==> config.mk <==
export PLATFORM = sky130hd
export DESIGN_NAME = sha_nonce_scheduler
export DESIGN_NICKNAME = d
export VERILOG_FILES = /design/src/rtl/sha_nonce_scheduler.sv
export SDC_FILE = /design/constraint.sdc
export NUM_CORES = 2
export LEC_CHECK = 0
export BUFFER_PORTS_ARGS = -buffer_cell sky130_fd_sc_hd__clkbuf_2
export CORE_AREA = 4 4 432 434
export CTS_CLUSTER_SIZE = 14
export DETAILED_ROUTE_END_ITERATION = 12
export DIE_AREA = 0 0 436 438
export PLACE_DENSITY = 0.44
export SLEW_MARGIN = 25
export SYNTH_ARGS = -nofsm -noshare
export SYNTH_HDL_FRONTEND = slang
export SYNTH_SLANG_ARGS = --single-unit
==> constraint.sdc <==
create_clock -name CLK -period 4.7 [get_ports CLK]
set_clock_uncertainty 0.1 [all_clocks]
set_input_delay 0.47 -clock CLK [delete_from_list [all_inputs] [get_ports CLK]]
set_output_delay 0.47 -clock CLK [all_outputs]
set_load 0.01 [all_outputs]
==> src/rtl/sha_nonce_scheduler.sv <==
// Nonce scheduler for a fixed-latency, in-order SHA pipeline: issues {block, nonce} words and reports digests below target.
// Optional build macro SHA_SCHED_STOP_ON_HIT_EN: stop issuing on the first hit seen while issuing.
module sha_nonce_scheduler #(
    parameter int unsigned LATENCY = 66,
    parameter int unsigned NONCE_W = 32
) (
    input  logic                 CLK,
    input  logic                 RST,
    input  logic                 work_valid,
    output logic                 work_ready,
    input  logic [255-NONCE_W:0] work_block,
    input  logic [NONCE_W-1:0]   work_nonce_start,
    input  logic [NONCE_W-1:0]   work_nonce_count,
    input  logic [255:0]         target,
    input  logic                 abort,
    output logic                 pipe_write_en,
    output logic [255:0]         pipe_block_in,
    input  logic                 pipe_valid_out,
    input  logic [255:0]         pipe_digest_out,
    output logic                 hit_valid,
    output logic [NONCE_W-1:0]   hit_nonce,
    input  logic                 hit_ready,
    output logic                 busy,
    output logic                 done,
    output logic                 hit_lost
);
    localparam int unsigned BLK_W  = 256 - NONCE_W;
    // One issue per cycle with a fixed latency bounds the results outstanding at once.
    localparam int unsigned INFL_W = $clog2(LATENCY + 2);

    typedef enum logic [1:0] {
        IDLE  = 2'd0,
        ISSUE = 2'd1,
        DRAIN = 2'd2
    } state_e;

    state_e               state_q, state_d;
    logic [BLK_W-1:0]     blk_q, blk_d;
    logic [255:0]         target_q, target_d;
    logic [NONCE_W-1:0]   next_nonce_q, next_nonce_d;
    logic [NONCE_W-1:0]   remain_q, remain_d;
    logic [NONCE_W-1:0]   res_nonce_q, res_nonce_d;
    logic [INFL_W-1:0]    infl_q, infl_d;
    logic                 squash_q, squash_d;
    logic                 work_ready_q, work_ready_d;
    logic                 pipe_write_en_q, pipe_write_en_d;
    logic [255:0]         pipe_block_in_q, pipe_block_in_d;
    logic                 hit_valid_q, hit_valid_d;
    logic [NONCE_W-1:0]   hit_nonce_q, hit_nonce_d;
    logic                 busy_q, busy_d;
    logic                 done_q, done_d;
    logic                 hit_lost_q, hit_lost_d;

    logic                 accept_c;
    logic                 res_fire_c;
    logic                 hit_c;
    logic                 stop_c;

    // Next-state and registered-output logic
    always_comb begin
        state_d         = state_q;
        blk_d           = blk_q;
        target_d        = target_q;
        next_nonce_d    = next_nonce_q;
        remain_d        = remain_q;
        res_nonce_d     = res_nonce_q;
        squash_d        = squash_q;
        pipe_write_en_d = 1'b0;
        pipe_block_in_d = pipe_block_in_q;
        hit_valid_d     = hit_valid_q;
        hit_nonce_d     = hit_nonce_q;
        hit_lost_d      = hit_lost_q;
        done_d          = 1'b0;

        accept_c   = work_valid && work_ready_q && (state_q == IDLE);
        // Results with nothing outstanding cannot belong to this job.
        res_fire_c = pipe_valid_out && (infl_q != '0);
        hit_c      = res_fire_c && (pipe_digest_out < target_q) && !squash_q;
`ifdef SHA_SCHED_STOP_ON_HIT_EN
        stop_c     = abort || hit_c;
`else
        stop_c     = abort;
`endif

        infl_d = infl_q + INFL_W'(pipe_write_en_q) - INFL_W'(res_fire_c);
        if (res_fire_c) begin
            res_nonce_d = res_nonce_q + NONCE_W'(1);
        end

        unique case (state_q)
            IDLE: begin
                if (accept_c) begin
                    blk_d       = work_block;
                    target_d    = target;
                    res_nonce_d = work_nonce_start;
                    squash_d    = 1'b0;
                    if (work_nonce_count == '0) begin
                        state_d = DRAIN;
                    end else begin
                        state_d         = ISSUE;
                        pipe_write_en_d = 1'b1;
                        pipe_block_in_d = {work_block, work_nonce_start};
                        next_nonce_d    = work_nonce_start + NONCE_W'(1);
                        remain_d        = work_nonce_count - NONCE_W'(1);
                    end
                end
            end
            ISSUE: begin
                // pipe_write_en_q is high for the issue in flight this cycle.
                if (stop_c || (remain_q == '0)) begin
                    state_d = DRAIN;
                    if (abort) begin
                        squash_d = 1'b1;
                    end
                end else begin
                    pipe_write_en_d = 1'b1;
                    pipe_block_in_d = {blk_q, next_nonce_q};
                    next_nonce_d    = next_nonce_q + NONCE_W'(1);
                    remain_d        = remain_q - NONCE_W'(1);
                end
            end
            DRAIN: begin
                if (infl_d == '0) begin
                    state_d = IDLE;
                    done_d  = 1'b1;
                end
            end
            default: begin
                state_d = IDLE;
            end
        endcase

        // Hit handshake: a held, unacknowledged hit wins over a newer one.
        if (hit_valid_q && !hit_ready) begin
            if (hit_c) begin
                hit_lost_d = 1'b1;
            end
        end else begin
            hit_valid_d = hit_c;
            if (hit_c) begin
                hit_nonce_d = res_nonce_q;
            end
        end
        if (accept_c) begin
            hit_lost_d = 1'b0;
        end

        work_ready_d = (state_d == IDLE);
        busy_d       = (state_d != IDLE);
    end

    always_ff @(posedge CLK or negedge RST) begin
        if (!RST) begin
            state_q         <= IDLE;
            blk_q           <= '0;
            target_q        <= '0;
            next_nonce_q    <= '0;
            remain_q        <= '0;
            res_nonce_q     <= '0;
            infl_q          <= '0;
            squash_q        <= 1'b0;
            work_ready_q    <= 1'b1;
            pipe_write_en_q <= 1'b0;
            pipe_block_in_q <= '0;
            hit_valid_q     <= 1'b0;
            hit_nonce_q     <= '0;
            busy_q          <= 1'b0;
            done_q          <= 1'b0;
            hit_lost_q      <= 1'b0;
        end else begin
            state_q         <= state_d;
            blk_q           <= blk_d;
            target_q        <= target_d;
            next_nonce_q    <= next_nonce_d;
            remain_q        <= remain_d;
            res_nonce_q     <= res_nonce_d;
            infl_q          <= infl_d;
            squash_q        <= squash_d;
            work_ready_q    <= work_ready_d;
            pipe_write_en_q <= pipe_write_en_d;
            pipe_block_in_q <= pipe_block_in_d;
            hit_valid_q     <= hit_valid_d;
            hit_nonce_q     <= hit_nonce_d;
            busy_q          <= busy_d;
            done_q          <= done_d;
            hit_lost_q      <= hit_lost_d;
        end
    end

    assign work_ready    = work_ready_q;
    assign pipe_write_en = pipe_write_en_q;
    assign pipe_block_in = pipe_block_in_q;
    assign hit_valid     = hit_valid_q;
    assign hit_nonce     = hit_nonce_q;
    assign busy          = busy_q;
    assign done          = done_q;
    assign hit_lost      = hit_lost_q;

endmodule

==> run metrics <==
nets@finish=7,709; DRC Markers=0; total track usage=19.8%; TritonRoute pass-1 iters=6; commonest register cell after synthesis=dfrtp_1; initial antenna violation count=82; H-Tree Depth=3; post-route total power=38,800 µW; Final GP Congestion=0.912; Core Box Area=183,000 µm²; Initial DRC Count=2,810; P&R area growth vs syn=40.3%; Clk pin slew, worst setup/hold paths=0.06 ns; fin crit share=90.9%; antenna-violating nets left=0; P_leak=0.0295 µW; CP required=5.16 ns; cell taking the most area after synthesis=dfrtp_1; cts repair resizes=0; Filler cells=19.2k; mux share of post-synthesis cell area=2.05%; Netlist cell types=75; hold crit path type=in -> reg; largest net degree at the start of global routing=196; Fin. Hold Viols=0; # Max-Cap Violations=0; worst-path fanout max=139; number of synthesized flops with an enable pin=0; count of input and output buffers=1,099; Simple-Gate Fraction of Synth Area=20.3%; Synth Cell Area=43,900 µm²; first-pass GRT wire length=284 mm; worst vdd ir=0.443 mV; Slew @ Worst Pin=0.960 ns; Inserted Clock Buffers=114; Synth top area share=50.1%; Syn Area/Cell=8.60 µm²; # setup viols final=0; ratio of cells with drive above 1 in the final layout=20.7%; setup_tns=0 ns; adder-cell share of the synthesized area=7.66%; Root Buffer=clkbuf_16; CTS tree=yes; status=finished, final reports clean; wire per inst=21.4 µm; Seq. cell area=22,000 µm²; Clock Path Buffers=3; Fmax achieved=0.234 GHz; area of the multi-input gates=19,800 µm²; Via-to-Cell Ratio=4.60; post-synthesis xor/xnor area fraction=0.799%; full die area=191,000 µm²; Hold Path Stages=4; row count=157; Ports=1,100; worst reg-to-reg path cell count=10; main combinational cell family by area after synthesis=simple AND/OR/NAND/NOR gates; YS warnings=0; vias in the first global route=41.3k; register area share after synthesis=50.2%; Worst-Skew Late Latency=0.78 ns; Tmin final=4.27 ns; worst rel slew slack=36.0%; Syn Nets=6,177; crit path DAT=4.73 ns; routed via count=42.1k; die width=436 µm; Synth Area in Compound Gates=14.1%; #FFs+latches synth=880; Worst setup SP type=flip-flop; Synth Instances=5,103; Post-Route WL=196 mm; Worst Setup End Kind=flip-flop; commonest cells in the netlist=nand2_1, dfrtp_1, nor2_1; die height=438 µm; count of final max-slew check failures=0; initial core utilization=24.0%; main area contributors after synthesis=dfrtp_1, nand2_1, ha_1; dpl hpwl=145 mm; clock sink count=880; GRT overflow=0; top-count cell post-synth=nand2_1; unrepaired setup endpoints after global routing=false; ys async rst share=100%; PwrDens=631 nW/µm²; critical path class=reg -> reg
## cells in the final DEF, fill, tap and decap left out, types with 22 or more instances in the layout
cell,n
clkbuf_2,1098
ha_1,267
nor2_1,415
nor3_1,39
clkbuf_8,29
diode_2,50
nand4_1,52
a22oi_1,22
mux2_2,37
buf_12,22
a31oi_1,241
nand3_1,45
o32ai_1,29
a211oi_1,27
a21oi_1,236
dfrtp_1,879
a21o_1,38
o21ai_0,361
clkbuf_16,114
clkbuf_1,24
buf_4,33
inv_1,279
nand2_1,1558
xor2_1,26
mux2i_1,48
dlygate4sd3_1,540
## power by group
group / switching [µW] / internal [µW] / total (µW)
clock: 3770 / 5430 / 9200
sequential: 2120 / 11300 / 13400
combinational: 10200 / 5930 / 16200
## final cells by class
class	instances	share of cell area (%)
sequential	880	35.8
multi-input combinational	3663	32.1
timing repair buffer	1696	18.9
clock buffer	167	5.43
tap	2385	4.85
inverter	280	1.72
clock inverter	43	0.988
antenna	50	0.203
## cell families (layout without fill, tap and decap cells)
logic type | after synthesis | in the layout
adder cells (fa/ha/maj) | 268 | 268
other | 0 | 50
multiplexers | 85 | 85
XOR/XNOR | 40 | 40
buffers and inverters | 560 | 2186
flip-flops | 880 | 880
AO/OA/AOI/OAI | 1050 | 1050
AND/OR/NAND/NOR | 2220 | 2220
## metrics by stage
step | setup slack (ns) | area, µm² | std cells | hold slack (ns) | util, %
floorplan | 0.0735 | 43900 | 5103 | 0.0744 | -
global placement | 0.104 | 52000 | 8363 | 0.356 | 28.5
detailed placement | 0.0568 | 52000 | 8363 | 0.361 | 28.5
CTS | 0.259 | 61400 | 9113 | 0.00593 | 33.6
global route | 0.256 | 61500 | 9143 | 0.0509 | 33.7
finish | 0.429 | 61500 | 9164 | 0.0883 | 33.7
## metal layers
| layer | GRT usage, % | up-vias | share of wire [%] |
|---|---|---|---|
| met1 | 25.8 | 20400 | 43 |
| met3 | 4.18 | 328 | 5.8 |
| li1 | - | 20300 | - |
| met4 | 7.87 | 32 | 4.3 |
| met5 | 0 | - | 0.099 |
| met2 | 32.1 | 1174 | 47 |
## worst max-delay path, stage by stage, from the launching register on
cell	delay [ns]
dfrtp_1	0.42
or3_1	0.44
or3_1	0.42
nor4_1	0.47
a31oi_1	0.35
and2_2	0.57
nor2_4	0.30
inv_8	0.29
buf_12	0.35
nor2_1	0.18
a31oi_1	0.05
## repair_timing
| item | CTS | global route |
|---|---|---|
| hold buffers | 540 | 0 |
| endpoints found under the hold margin | 847 | 0 |
| setup buffers | 0 | 0 |
## worst paths after layout
kind | from | endpoint | slack, ns
setup / recovery | remain_q[2]$_DFFE_PN0P_ | pipe_block_in[127]$_DFFE_PN0P_ | 0.43
hold reg to reg | blk_q[28]$_DFFE_PN0P_ | blk_q[28]$_DFFE_PN0P_ | 0.37
min in group asynchronous | RST | target_q[103]$_DFFE_PN0P_ | 0.26
setup reg to reg | remain_q[2]$_DFFE_PN0P_ | pipe_block_in[127]$_DFFE_PN0P_ | 0.43
hold / removal | work_nonce_count[22] | remain_q[22]$_DFFE_PN0P_ | 0.09
max in group asynchronous | RST | pipe_block_in[83]$_DFFE_PN0P_ | 2.91
## sequential cells by signal, indices dropped and copies added (netlist names)
name and flops:
remain_q 32, squash_q 1, target_q 256, work_ready 1, pipe_block_in 256, hit_valid 1
infl_q 7, hit_lost 1, next_nonce_q 32, done 1, hit_nonce 32, pipe_write_en 1
busy 1, state_q 2, blk_q 224, res_nonce_q 32
No activity file was read; power rests on OpenSTA's default activity.
